$ cat config.mk
export PLATFORM = sky130hd
export DESIGN_NAME = coin_credit_accumulator
export DESIGN_NICKNAME = d
export VERILOG_FILES = /design/src/rtl/coin_credit_accumulator.sv
export SDC_FILE = /design/constraint.sdc
export NUM_CORES = 1
export LEC_CHECK = 0
export BUFFER_PORTS_ARGS = -buffer_cell sky130_fd_sc_hd__buf_2
export CAP_MARGIN = 40
export CORE_ASPECT_RATIO = 1.4
export CORE_MARGIN = 1.5
export CORE_UTILIZATION = 57
export CTS_CLUSTER_SIZE = 24
export DETAILED_ROUTE_END_ITERATION = 7
export PLACE_DENSITY = 0.89
export SETUP_SLACK_MARGIN = 0.02
export SYNTH_ARGS = -nofsm -noshare
export SYNTH_HDL_FRONTEND = slang
export SYNTH_SLANG_ARGS = --single-unit
$ cat constraint.sdc
create_clock -name clk -period 2.9 [get_ports clk]
set_input_delay 0.58 -clock clk [delete_from_list [all_inputs] [get_ports clk]]
set_output_delay 0.58 -clock clk [all_outputs]
set_load 0.1 [all_outputs]
$ cat src/rtl/coin_credit_accumulator.sv
// coin_credit_accumulator
//   Front end of the soda machine datapath. Collects coins into an unsigned
//   credit register. When the credit reaches PRICE it vends, and it returns
//   change or refunds through a valid/ack handshake.
//
//   n_bit_adder : unsigned WIDTH-bit adder with carry-in and carry-out (oflo).
//
//   Ports (coin_credit_accumulator):
//     clk          in   1      rising-edge clock
//     reset_n      in   1      synchronous reset, active-low
//     coin_valid   in   1      coin present this cycle
//     coin_type    in   2      00 nickel, 01 dime, 10 quarter, 11 invalid
//     cancel       in   1      refund request (level)
//     change_ack   in   1      consumer took change_amt
//     coin_ready   out  1      high only while collecting
//     coin_reject  out  1      1-cycle pulse: offered coin not credited
//     dispense     out  1      1-cycle vend pulse
//     change_valid out  1      change_amt valid, held until acked
//     change_amt   out  WIDTH  change/refund in cents
//     credit       out  WIDTH  current credit

module n_bit_adder #(
  parameter int WIDTH = 8
) (
  input  logic [WIDTH-1:0] a,
  input  logic [WIDTH-1:0] b,
  input  logic             cin,
  output logic [WIDTH-1:0] sum,
  output logic             oflo
);
  logic [WIDTH:0] full;

  assign full = {1'b0, a} + {1'b0, b} + {{WIDTH{1'b0}}, cin};
  assign sum  = full[WIDTH-1:0];
  assign oflo = full[WIDTH];
endmodule

// state      | meaning
// S_COLLECT  | accepting coins, cancel refunds any credit
// S_DISPENSE | one-cycle vend, computes change = credit - PRICE
// S_CHANGE   | change_amt presented, waiting for change_ack
module coin_credit_accumulator #(
  parameter int WIDTH   = 8,
  parameter int PRICE   = 75,
  parameter int NICKEL  = 5,
  parameter int DIME    = 10,
  parameter int QUARTER = 25
) (
  input  logic             clk,
  input  logic             reset_n,
  input  logic             coin_valid,
  input  logic [1:0]       coin_type,
  input  logic             cancel,
  input  logic             change_ack,
  output logic             coin_ready,
  output logic             coin_reject,
  output logic             dispense,
  output logic             change_valid,
  output logic [WIDTH-1:0] change_amt,
  output logic [WIDTH-1:0] credit
);

  typedef enum logic [1:0] {
    S_COLLECT  = 2'd0,
    S_DISPENSE = 2'd1,
    S_CHANGE   = 2'd2
  } state_t;

  localparam logic [WIDTH-1:0] PRICE_W = WIDTH'(PRICE);

  state_t           state_q, state_d;
  logic [WIDTH-1:0] credit_q, credit_d;
  logic [WIDTH-1:0] change_amt_q, change_amt_d;
  logic             coin_reject_q, coin_reject_d;
  logic             dispense_q, dispense_d;
  logic             change_valid_q, change_valid_d;
  logic             coin_ready_q, coin_ready_d;

  logic [WIDTH-1:0] coin_value;
  logic [WIDTH-1:0] add_sum;
  logic             add_oflo;
  logic [WIDTH-1:0] chg_diff;
  logic             chg_no_borrow;

  always_comb begin
    coin_value = '0;
    case (coin_type)
      2'b00:   coin_value = WIDTH'(NICKEL);
      2'b01:   coin_value = WIDTH'(DIME);
      2'b10:   coin_value = WIDTH'(QUARTER);
      default: coin_value = '0;
    endcase
  end

  n_bit_adder #(.WIDTH(WIDTH)) u_credit_add (
    .a    (credit_q),
    .b    (coin_value),
    .cin  (1'b0),
    .sum  (add_sum),
    .oflo (add_oflo)
  );

  // credit - PRICE as credit + ~PRICE + 1; carry-out set means no borrow
  n_bit_adder #(.WIDTH(WIDTH)) u_change_sub (
    .a    (credit_q),
    .b    (~PRICE_W),
    .cin  (1'b1),
    .sum  (chg_diff),
    .oflo (chg_no_borrow)
  );

  always_comb begin
    state_d       = state_q;
    credit_d      = credit_q;
    change_amt_d  = change_amt_q;
    coin_reject_d = 1'b0;

    case (state_q)
      S_COLLECT: begin
        if (cancel) begin
          coin_reject_d = coin_valid;
          if (credit_q != '0) begin
            change_amt_d = credit_q;
            credit_d     = '0;
            state_d      = S_CHANGE;
          end
        end else if (coin_valid) begin
          if (coin_type == 2'b11 || add_oflo) begin
            coin_reject_d = 1'b1;
          end else begin
            credit_d = add_sum;
            if (add_sum >= PRICE_W) state_d = S_DISPENSE;
          end
        end
      end

      S_DISPENSE: begin
        // credit >= PRICE on entry, so a borrow cannot occur; guard anyway
        change_amt_d = chg_no_borrow ? chg_diff : '0;
        credit_d     = '0;
        state_d      = (chg_no_borrow && chg_diff != '0) ? S_CHANGE : S_COLLECT;
      end

      S_CHANGE: begin
        if (change_ack) begin
          change_amt_d = '0;
          state_d      = S_COLLECT;
        end
      end

      default: state_d = S_COLLECT;
    endcase

    // status outputs are registered off the next state
    dispense_d     = (state_d == S_DISPENSE);
    change_valid_d = (state_d == S_CHANGE);
    coin_ready_d   = (state_d == S_COLLECT);
  end

  always_ff @(posedge clk) begin
    if (!reset_n) begin
      state_q        <= S_COLLECT;
      credit_q       <= '0;
      change_amt_q   <= '0;
      coin_reject_q  <= 1'b0;
      dispense_q     <= 1'b0;
      change_valid_q <= 1'b0;
      coin_ready_q   <= 1'b1;
    end else begin
      state_q        <= state_d;
      credit_q       <= credit_d;
      change_amt_q   <= change_amt_d;
      coin_reject_q  <= coin_reject_d;
      dispense_q     <= dispense_d;
      change_valid_q <= change_valid_d;
      coin_ready_q   <= coin_ready_d;
    end
  end

  assign coin_ready   = coin_ready_q;
  assign coin_reject  = coin_reject_q;
  assign dispense     = dispense_q;
  assign change_valid = change_valid_q;
  assign change_amt   = change_amt_q;
  assign credit       = credit_q;

endmodule

==> reports/metrics.yaml, run 1 <==
drt:
  ant_nets: 0
  vias: 1674
  wl_um: 4150
  drt_iter0_drc: 71
  dr.pass1.iters: 4
  wire_per_inst_um: 15.66
  drc_errors: 0
  vias_per_cell: 6.317
global_route:
  track_usage: 0.2523
  antenna_found_initial: 0
  first_global_vias: 1483
  grt_overflow_total: 0
  grt_pass1_wl_um: 6768
  grt_max_degree: 20
die:
  die_area_sq_mm: 0.003410
  rows: 23
  die_y_um: 68.50
  die_w_um: 49.79
  io_pins: 27
  coreArea_sq_mm: 0.002878
  initial_core_util: 0.6070
synth:
  avgSynthCellArea_sq_um: 8.438
  synthAdderAreaFrac: 0.1261
  synth_nets: 231
  synth-edff-count: 0
  synth-simple-area-share: 0.1920
  ys_types: 54
  synth_mux_area_frac: 0.02364
  synth-compound-area-share: 0.3302
  yosys_warnings: 0
  synth_xor_area_frac: 0.02006
  ys_seq_area_frac: 0.2521
  synth_flop_cell: "dfxtp_1"
  synth_area_sq_mm: 0.001747
  yosys.area.top_type_share: 0.2521
  synth_top_area_cell: "dfxtp_1"
  yosys-top-cells-area: "dfxtp_1, ha_1, nand2_1"
  async_reset_ff_frac: 0
  netlist_instances: 207
  synth_top_family_by_area: "compound AO/OA/AOI/OAI gates"
  ys_ff_latch: 22
final_layout:
  nets: 254
  num_antenna_cells: 0
  stdcell_area_sq_mm: 0.001939
  drive_gt1_frac: 0.2193
  syn_to_final_growth_pct: 11.03
  nFillCells: 247
clocking:
  ctsHoldBuffers: 0
  h-tree-depth: 1
  cts_tree: "done"
  path_clk_slew_ps: 80
  cts_buffers: 3
  cts_buffer_depth: 2
  post-cts-setup-buffers: 0
  cts_sinks: 22
  cts_root_buffer: "clkbuf_8"
  cts_resized: 0
  clkLatencyLatePin_ps: 260
timing:
  report.final.slew_viol_count: 0
  rsz0062_at_grt: "no"
  worst-slew-pin-transition_ps: 551.9
  fin_worst_skew_ps: 7.601
  slew_headroom: 0.6317
  finalHoldViolCount: 0
  setup_violations: 0
  fmax_ghz: 0.3748
  post-route-period-util: 0.9201
  fin_crit_ps: 2668
worst_setup_path:
  reg2reg_to: "credit[3]"
  cp_max_fo: 7
  r2r_start: "credit[0]"
  crit_type: "input port to flop"
  endpoint_kind: "flop"
  arrival_ps: 2820
  critPathRequiredTime_ps: 3060
  ff2ff_path_depth: 8
  r2r_slack_ps: 540
  worstSetupStartpointType: "input port"
pwr:
  leakage_nw: 0.9341
  internal_power_w: 0.0005608
  switching_share: 0.4807
  power.density_mw_per_mm2: 556.9
  finalPower_w: 0.001080
  p_seq_frac: 0.342
  p_clk_frac: 0.179
  pwr-share-comb: 0.479
  irDropWorstVdd_v: 0.0004173
  p_sw_w: 0.0005191
placed_design:
  hpwl_um: 2916
  portBuffers: 26
  gp_congestion: 0.9059
  postPlaceCellArea_sq_mm: 0.001889
flow_run:
  max_cap_violations: 0
worst_hold_path:
  hp-start: "change_amt[5]"
  hold_path_depth: 2
  min_delay_worst_endpoint: "change_amt[5]"
  hold_path.class: "flop to flop"
run_status:
  outcome: "finished clean"
-- layout make-up --
cell class	count	area, sq um	share of cell area
Clock buffer	3	41.29	0.02129
Timing Repair Buffer	29	152.6	0.07871
Tap cell	37	46.29	0.02387
Sequential cell	22	440.4	0.2271
Inverter	11	41.29	0.02129
Multi-Input combinational cell	163	1217	0.6277
-- kinds of logic (layout without fill, tap and decap cells) --
logic type	count (synthesis)	in the layout
mux	4	4
fa+ha+maj	17	17
buf+inv	22	43
flops	22	22
simple gates	64	64
xor+xnor	4	4
compound gates	74	74
-- power groups by stage --
stage	logic, W	registers (W)	clock network [W]
after floorplan	0.000226	0.000585	0
after detailed placement	0.000510	0.000375	0
final	0.000517	0.000369	0.000193
after global placement	0.000502	0.000374	0
after CTS	0.000514	0.000369	0.000196
after global routing	0.000548	0.000374	0.000207
-- state kept, by name, indices dropped and copies added (netlist names) --
signal	cells
change_amt	8
change_valid	1
coin_ready	1
coin_reject	1
credit	8
dispense	1
state_q	2
-- critical path: stages --
cell	delay (ps)
buf_2	90
inv_1	60
ha_1	220
nor2_1	110
nor2_1	50
ha_1	200
fa_2	350
a21o_1	200
a31oi_2	210
o211ai_2	190
a21oi_4	290
mux2i_1	210
nor2b_1	60
-- cells in the mapped netlist, types with 2 or more instances --
master / count
a21bo_1: 2
o21ai_0: 10
ha_1: 16
nor3_1: 2
o22ai_1: 2
clkbuf_1: 5
a21boi_1: 7
o311ai_1: 2
a21o_1: 5
nand2_1: 19
and3_1: 4
nand3_1: 9
buf_2: 3
nor2_1: 13
nor2b_1: 3
inv_1: 11
a22oi_1: 2
o21ai_1: 5
xnor2_1: 4
nand2b_1: 2
nand4_1: 2
nand3b_1: 2
o211ai_1: 3
o211a_1: 7
a21oi_2: 2
dfxtp_1: 22
a211oi_1: 3
mux2i_1: 3
a21oi_1: 12
-- per-layer routing --
layer	vias up	track usage	wire length (um)
met5	-	0	0
met4	0	0.09028	31
met3	4	0.03017	280
met2	78	0.4600	2174
met1	788	0.3061	1664
li1	804	-	-
-- worst max-delay path by stage --
stage | start | end | slack [ps] | cells after the start
after floorplan | credit[2] | change_valid | 170 | 7
after global placement | coin_type[1] | coin_ready | 40 | 13
after detailed placement | coin_type[0] | change_valid | -70 | 13
after CTS | coin_type[0] | change_valid | 190 | 13
after global routing | coin_type[1] | credit[5] | 40 | 13
final | coin_type[0] | credit[3] | 230 | 13
-- placed cells by master, fill, tap and decap left out, types with 3 or more instances in the layout --
master / instances
o211a_1: 7
a21oi_1: 12
o21ai_1: 5
a21boi_1: 7
inv_1: 11
xnor2_1: 4
nor2b_1: 3
buf_2: 26
o21ai_0: 10
nor2_1: 13
a21o_1: 5
dfxtp_1: 22
buf_4: 3
and3_1: 4
nand3_1: 9
ha_1: 16
o211ai_1: 3
mux2i_1: 3
clkbuf_8: 3
nand2_1: 19
a211oi_1: 3
-- per-stage QoR --
stage          setup slack (ps)  hold slack (ps)  setup TNS [ps]    util  cells
6_report                  231.7            476.2               0  0.6739    265
5_1_grt                   44.70            501.2               0  0.6739    265
4_1_cts                   188.8            482.4               0  0.6709    265
3_5_place_dp             -68.10            470.6          -214.7  0.6565    262
3_3_place_gp              35.69            458.9               0  0.6565    262
2_1_floorplan             166.5            471.7               0       -    207
No activity file was read; power rests on OpenSTA's default activity.
==> run 2: changes to the inputs <==
--- a/config.mk
+++ b/config.mk
@@ -9,10 +9,10 @@
 export CAP_MARGIN = 40
 export CORE_ASPECT_RATIO = 1.4
 export CORE_MARGIN = 1.5
-export CORE_UTILIZATION = 57
+export CORE_UTILIZATION = 31
 export CTS_CLUSTER_SIZE = 24
 export DETAILED_ROUTE_END_ITERATION = 7
-export PLACE_DENSITY = 0.89
+export PLACE_DENSITY = 0.58
 export SETUP_SLACK_MARGIN = 0.02
 export SYNTH_ARGS = -nofsm -noshare
 export SYNTH_HDL_FRONTEND = slang
==> run 2 against run 1 <==
Clock skew fell by 4.9 ps. First-iteration DRC count rose by 34%. Utilization fell by 30 points. Clock-buffer cell count did not move. Sequential share of layout area fell by 1.5 points. Sequential power fell by 2%. Critical endpoint unchanged. Clock power rose by 50%. Via count fell by 2.2%.
==> reports/metrics.yaml, run 2 (synthesized netlist as in run 1, its figures left out) <==
drt:
  dr.pass1.iters: 4
  drt_iter0_drc: 95
  wl_um: 4447
  wire_per_inst_um: 14.53
  ant_nets: 0
  drc_errors: 0
  vias_per_cell: 5.353
  vias: 1638
clocking:
  cts_root_buffer: "clkbuf_8"
  path_clk_slew_ps: 80
  cts_sinks: 22
  cts_buffer_depth: 2
  post-cts-setup-buffers: 0
  h-tree-depth: 1
  cts_tree: "done"
  cts_buffers: 3
  ctsHoldBuffers: 0
  clkLatencyLatePin_ps: 270
timing:
  report.final.slew_viol_count: 0
  slew_headroom: 0.6336
  finalHoldViolCount: 0
  worst-slew-pin-transition_ps: 549.0
  hold_ws_ps: 478.9
  fin_worst_skew_ps: 2.714
  post-route-period-util: 0.9272
  fin_crit_ps: 2689
  fin_ws_ps: 211.2
  setup_violations: 0
  fmax_ghz: 0.3719
  rsz0062_at_grt: "no"
placed_design:
  place_ws_ps: -70.98
  postPlaceCellArea_sq_mm: 0.001996
  dp_cells: 302
  portBuffers: 26
  gp_congestion: 0.9043
  hpwl_um: 3455
global_route:
  antenna_found_initial: 0
  first_global_vias: 1589
  grt_overflow_total: 0
  track_usage: 0.1576
  grt_max_degree: 20
  grt_pass1_wl_um: 7527
die:
  io_pins: 27
  rows: 32
  coreArea_sq_mm: 0.005485
  die_y_um: 91.82
  initial_core_util: 0.3184
  die_w_um: 66.44
  die_area_sq_mm: 0.006100
worst_setup_path:
  cp_slowest_stage_delay_ps: 400
  cpMaxStageDelayCell: "fa_1"
  arrival_ps: 2860
  crit_type: "input port to flop"
  critPathRequiredTime_ps: 3070
  cp_max_fo: 7
  worstSetupStartpointType: "input port"
  crit_family: "compound AO/OA/AOI/OAI gates"
  endpoint_kind: "flop"
  path_buf_inv: 2
  path_cells: "buf_2 -> inv_1 -> ha_1 -> nor2_1 -> nor2_1 -> ha_1 -> fa_1 -> a21o_1 -> a31oi_2 -> o211ai_2 -> a21oi_4 -> mux2i_1 -> nor2b_1"
final_layout:
  nets: 263
  seqCellArea_sq_um: 440.4
  num_antenna_cells: 0
  drive_gt1_frac: 0.2479
  final_common_cell: "buf_2"
  stdcell_area_sq_mm: 0.002073
  fin_cells: 306
  final_cell_mix: "buf_2, dfxtp_1, nand2_1"
  multiInputGateArea_sq_mm: 0.001215
  syn_to_final_growth_pct: 18.70
  nFillCells: 565
worst_hold_path:
  hold_path.class: "flop to flop"
pwr:
  irDropWorstVdd_v: 0.0002449
  power.density_mw_per_mm2: 572.2
  leakage_nw: 0.9974
  finalPower_w: 0.001186
flow_run:
  max_cap_violations: 0
run_status:
  outcome: "finished clean"
[run 2: cell types whose count changed in the layout (fill, tap and decap cells not counted)]
cell,delta
fa_2,-1
fa_1,+1
bufinv_16,+1
buf_4,+9
[run 2: area by class of cell]
type / count / area share
Multi-Input combinational cell: 163 / 0.5860
Sequential cell: 22 / 0.2124
Timing Repair Buffer: 38 / 0.1062
Tap cell: 68 / 0.04104
Clock buffer: 3 / 0.01992
Inverter: 11 / 0.01992
Clock inverter: 1 / 0.01448
[run 2: worst paths after layout]
check	from	to	slack [ps]	cells past startpoint
setup / recovery	coin_type[1]	credit[3]	210	13
hold / removal	change_amt[5]	change_amt[5]	480	2
setup reg to reg	credit[0]	credit[3]	520	8
hold reg to reg	change_amt[5]	change_amt[5]	480	2
[run 2: per-stage QoR]
step	TNS (ps)	utilization
3_5_place_dp	-216.4	0.3638
5_1_grt	0	0.3780
4_1_cts	0	0.3768
3_3_place_gp	-47.25	0.3638
6_report	0	0.3780
2_1_floorplan	0	-
[run 2: power breakdown]
group | internal [W] | switching [W]
combinational | 0.000141 | 0.000395
clock | 0.000185 | 0.000106
sequential | 0.000335 | 0.0000254
[run 2: worst reg2reg max path: stages, from the launching register on]
cell and delay, ps:
dfxtp_1 440, ha_1 290, fa_1 400, a21o_1 210, a31oi_2 220, o211ai_2 170
a21oi_4 280, mux2i_1 210, nor2b_1 60
[run 2: per-layer routing]
metal / vias up / wire length, um / GRT usage
met2: 36 / 2351 / 0.2783
met3: 10 / 157 / 0.02454
met5: - / 0 / 0
met1: 770 / 1813 / 0.1830
met4: 0 / 125 / 0.06633
li1: 822 / - / -
[run 2: repair_timing]
| action | CTS | global route |
|---|---|---|
| endpoints found under the setup margin | 0 | 1 |
| resized for setup | 0 | 1 |
| hold endpoints to repair | 0 | 0 |
==> run 3: changes to the inputs <==
--- a/config.mk
+++ b/config.mk
@@ -5,6 +5,7 @@
 export SDC_FILE = /design/constraint.sdc
 export NUM_CORES = 1
 export LEC_CHECK = 0
+export ABC_AREA = 1
 export BUFFER_PORTS_ARGS = -buffer_cell sky130_fd_sc_hd__buf_2
 export CAP_MARGIN = 40
 export CORE_ASPECT_RATIO = 1.4
==> run 3 against run 2 <==
Global-route usage is 1.2 points lower. Clock skew about the same. Maximum frequency rose by 4.0%. Sequential share of layout area grew 1.5 points. Flip-flop and latch count unchanged. Worst hold slack got worse by 13 ps. Synthesized area decreased by 2.5%. Highest routed layer unchanged.
==> reports/metrics.yaml, run 3 <==
die:
  io_pins: 27
  die_w_um: 65.64
  die_area_sq_mm: 0.005953
  coreArea_sq_mm: 0.005236
  initial_core_util: 0.3252
  die_y_um: 90.70
  rows: 31
clocking:
  cts_buffer_depth: 2
  h-tree-depth: 1
  ctsHoldBuffers: 0
  clkLatencyLatePin_ps: 270
  post-cts-setup-buffers: 0
  cts_root_buffer: "clkbuf_8"
  cts_sinks: 22
  cts_buffers: 3
  cts_resized: 0
  path_clk_slew_ps: 80
  cts_tree: "done"
drt:
  vias: 1583
  wl_met1_um: 1795
  ant_nets: 0
  wl_met2_um: 2173
  drc_errors: 0
  wl_um: 4122
  vias_per_cell: 4.656
  wl_met3_um: 122
  dr.pass1.iters: 4
  drt_iter0_drc: 64
  routed.top_layer: "met4"
  wire_per_inst_um: 12.12
worst_hold_path:
  hold_path.class: "flop to flop"
worst_setup_path:
  cp_slowest_stage_delay_ps: 410
  endpoint_kind: "flop"
  cp_common_cell: "nand2_1"
  worstSetupStartpointType: "input port"
  cp_max_fo: 9
  path_cells: "buf_2 -> inv_1 -> ha_1 -> nor2_1 -> nor2_1 -> ha_1 -> fa_1 -> nand3_1 -> nand2_1 -> nand2_1 -> nand2_2 -> inv_2 -> o21bai_4 -> o21bai_4 -> nand2_4 -> nand2_1 -> a21oi_1"
  critPathRequiredTime_ps: 3040
  arrival_ps: 2730
  cpMaxStageDelayCell: "fa_1"
  crit_type: "input port to flop"
timing:
  post-route-period-util: 0.8916
  worst-slew-pin-transition_ps: 618.7
  slew_headroom: 0.5863
  fin_worst_skew_ps: 2.224
  fmax_ghz: 0.3867
  fin_crit_ps: 2586
  finalHoldViolCount: 0
  report.final.slew_viol_count: 0
  finalSetupTns_ps: 0
  setup_violations: 0
  rsz0062_at_grt: "no"
global_route:
  track_usage: 0.1461
  antenna_found_initial: 0
  first_global_vias: 1481
  grt_overflow_total: 0
  grt_max_degree: 17
  grt_pass1_wl_um: 6824
pwr:
  p_sw_w: 0.0009820
  p_seq_frac: 0.249
  pwr-share-comb: 0.619
  internal_power_w: 0.0007485
  power.density_mw_per_mm2: 891.7
  p_clk_frac: 0.132
  switching_share: 0.5675
  leakage_nw: 0.9908
  irDropWorstVdd_v: 0.0002823
placed_design:
  hpwl_um: 3287
  portBuffers: 26
  gp_congestion: 0.8047
final_layout:
  nets: 299
  final_cell_mix: "nand2_1, inv_1, nor2_1"
  fin_util: 0.3706
  syn_to_final_growth_pct: 13.96
  drive_gt1_frac: 0.2190
  num_antenna_cells: 0
  final_common_cell: "nand2_1"
synth:
  synth_most_common_cell: "nand2_1"
  synth_flop_cell: "dfxtp_1"
  yosys-top-cells-area: "dfxtp_1, nand2_1, ha_1"
  netlist_instances: 247
  ys_types: 30
  avgSynthCellArea_sq_um: 6.894
  async_reset_ff_frac: 0
  yosys_warnings: 0
  synth_nets: 271
  synthTopCellsByCount: "nand2_1, inv_1, nor2_1, a21oi_1, dfxtp_1"
  synth_area_sq_mm: 0.001703
  synth_top_area_cell: "dfxtp_1"
  ys_ff_latch: 22
  yosys.area.top_type_share: 0.2586
  ys_seq_area_frac: 0.2586
  synth-edff-count: 0
run_status:
  outcome: "finished clean"
flow_run:
  max_cap_violations: 0
run 3: cell count changes in the layout (fill, tap and decap cells not counted), sizes merged, moves of 6 or more:
cell | previous run | this run
nand2 | 19 | 66
inv | 11 | 36
nor2 | 14 | 30
a21oi | 15 | 28
buf | 38 | 27
o21ai | 16 | 5
a21boi | 8 | 0
nand3 | 10 | 18
o211a | 7 | 0
a21o | 6 | 0
nand4 | 2 | 8
run 3: layer usage:
metal,up-vias,global-route usage
met4,0,0.05729
li1,849,-
met5,-,0
met1,701,0.1774
met3,4,0.02120
met2,29,0.2517
run 3: final cells by class:
type                       instances  area (sq um)
tap                               66         82.58
sequential                        22         440.4
inverter                          36         135.1
multi-input combinational        185          1090
fill                             601          3296
timing repair buffer              27         137.6
clock buffer                       4         55.05
run 3: through the flow:
step	area (sq um)	hold WS [ps]	total power (W)	setup slack [ps]	instances
3_5_place_dp	1886	453.9	0.001513	16.47	336
3_3_place_gp	1886	451.9	0.001508	68.18	336
4_1_cts	1941	467.0	0.001747	307.1	340
6_report	1941	465.5	0.001731	314.2	340
5_1_grt	1941	484.0	0.001851	69.39	340
2_1_floorplan	1703	668.3	0.001356	342.6	247
run 3: kinds of logic (layout without fill, tap and decap cells):
kind of cell	Yosys count	after routing	synth area share
flops	22	22	0.2586
xor+xnor	3	3	0.01543
simple gates	125	125	0.3395
compound gates	40	40	0.1558
fa+ha+maj	17	17	0.1293
buf+inv	40	67	0.1014
run 3: power by group through the flow:
stage               Clock, W  Combinational (W)  Sequential [W]
finish              0.000229            0.00107        0.000431
global route        0.000243            0.00117        0.000442
CTS                 0.000237            0.00108        0.000432
detailed placement         0            0.00107        0.000439
global placement           0            0.00107        0.000440
floorplan                  0           0.000602        0.000755
run 3: critical path: cells and delay by family:
kind / cells / cell delay (ps)
adders and majority gates: 3 / 850
and+or+nand+nor: 8 / 650
AOI/OAI and AO/OA: 3 / 390
buffers and inverters: 3 / 240
run 3: worst paths after layout:
check                     start  cells after the start  slack (ps)       endpoint
setup / recovery   coin_type[0]                     17         310      credit[6]
hold / removal    change_amt[3]                      2         470  change_amt[3]
hold reg to reg   change_amt[3]                      2         470  change_amt[3]
setup reg to reg      credit[0]                     12         690      credit[6]
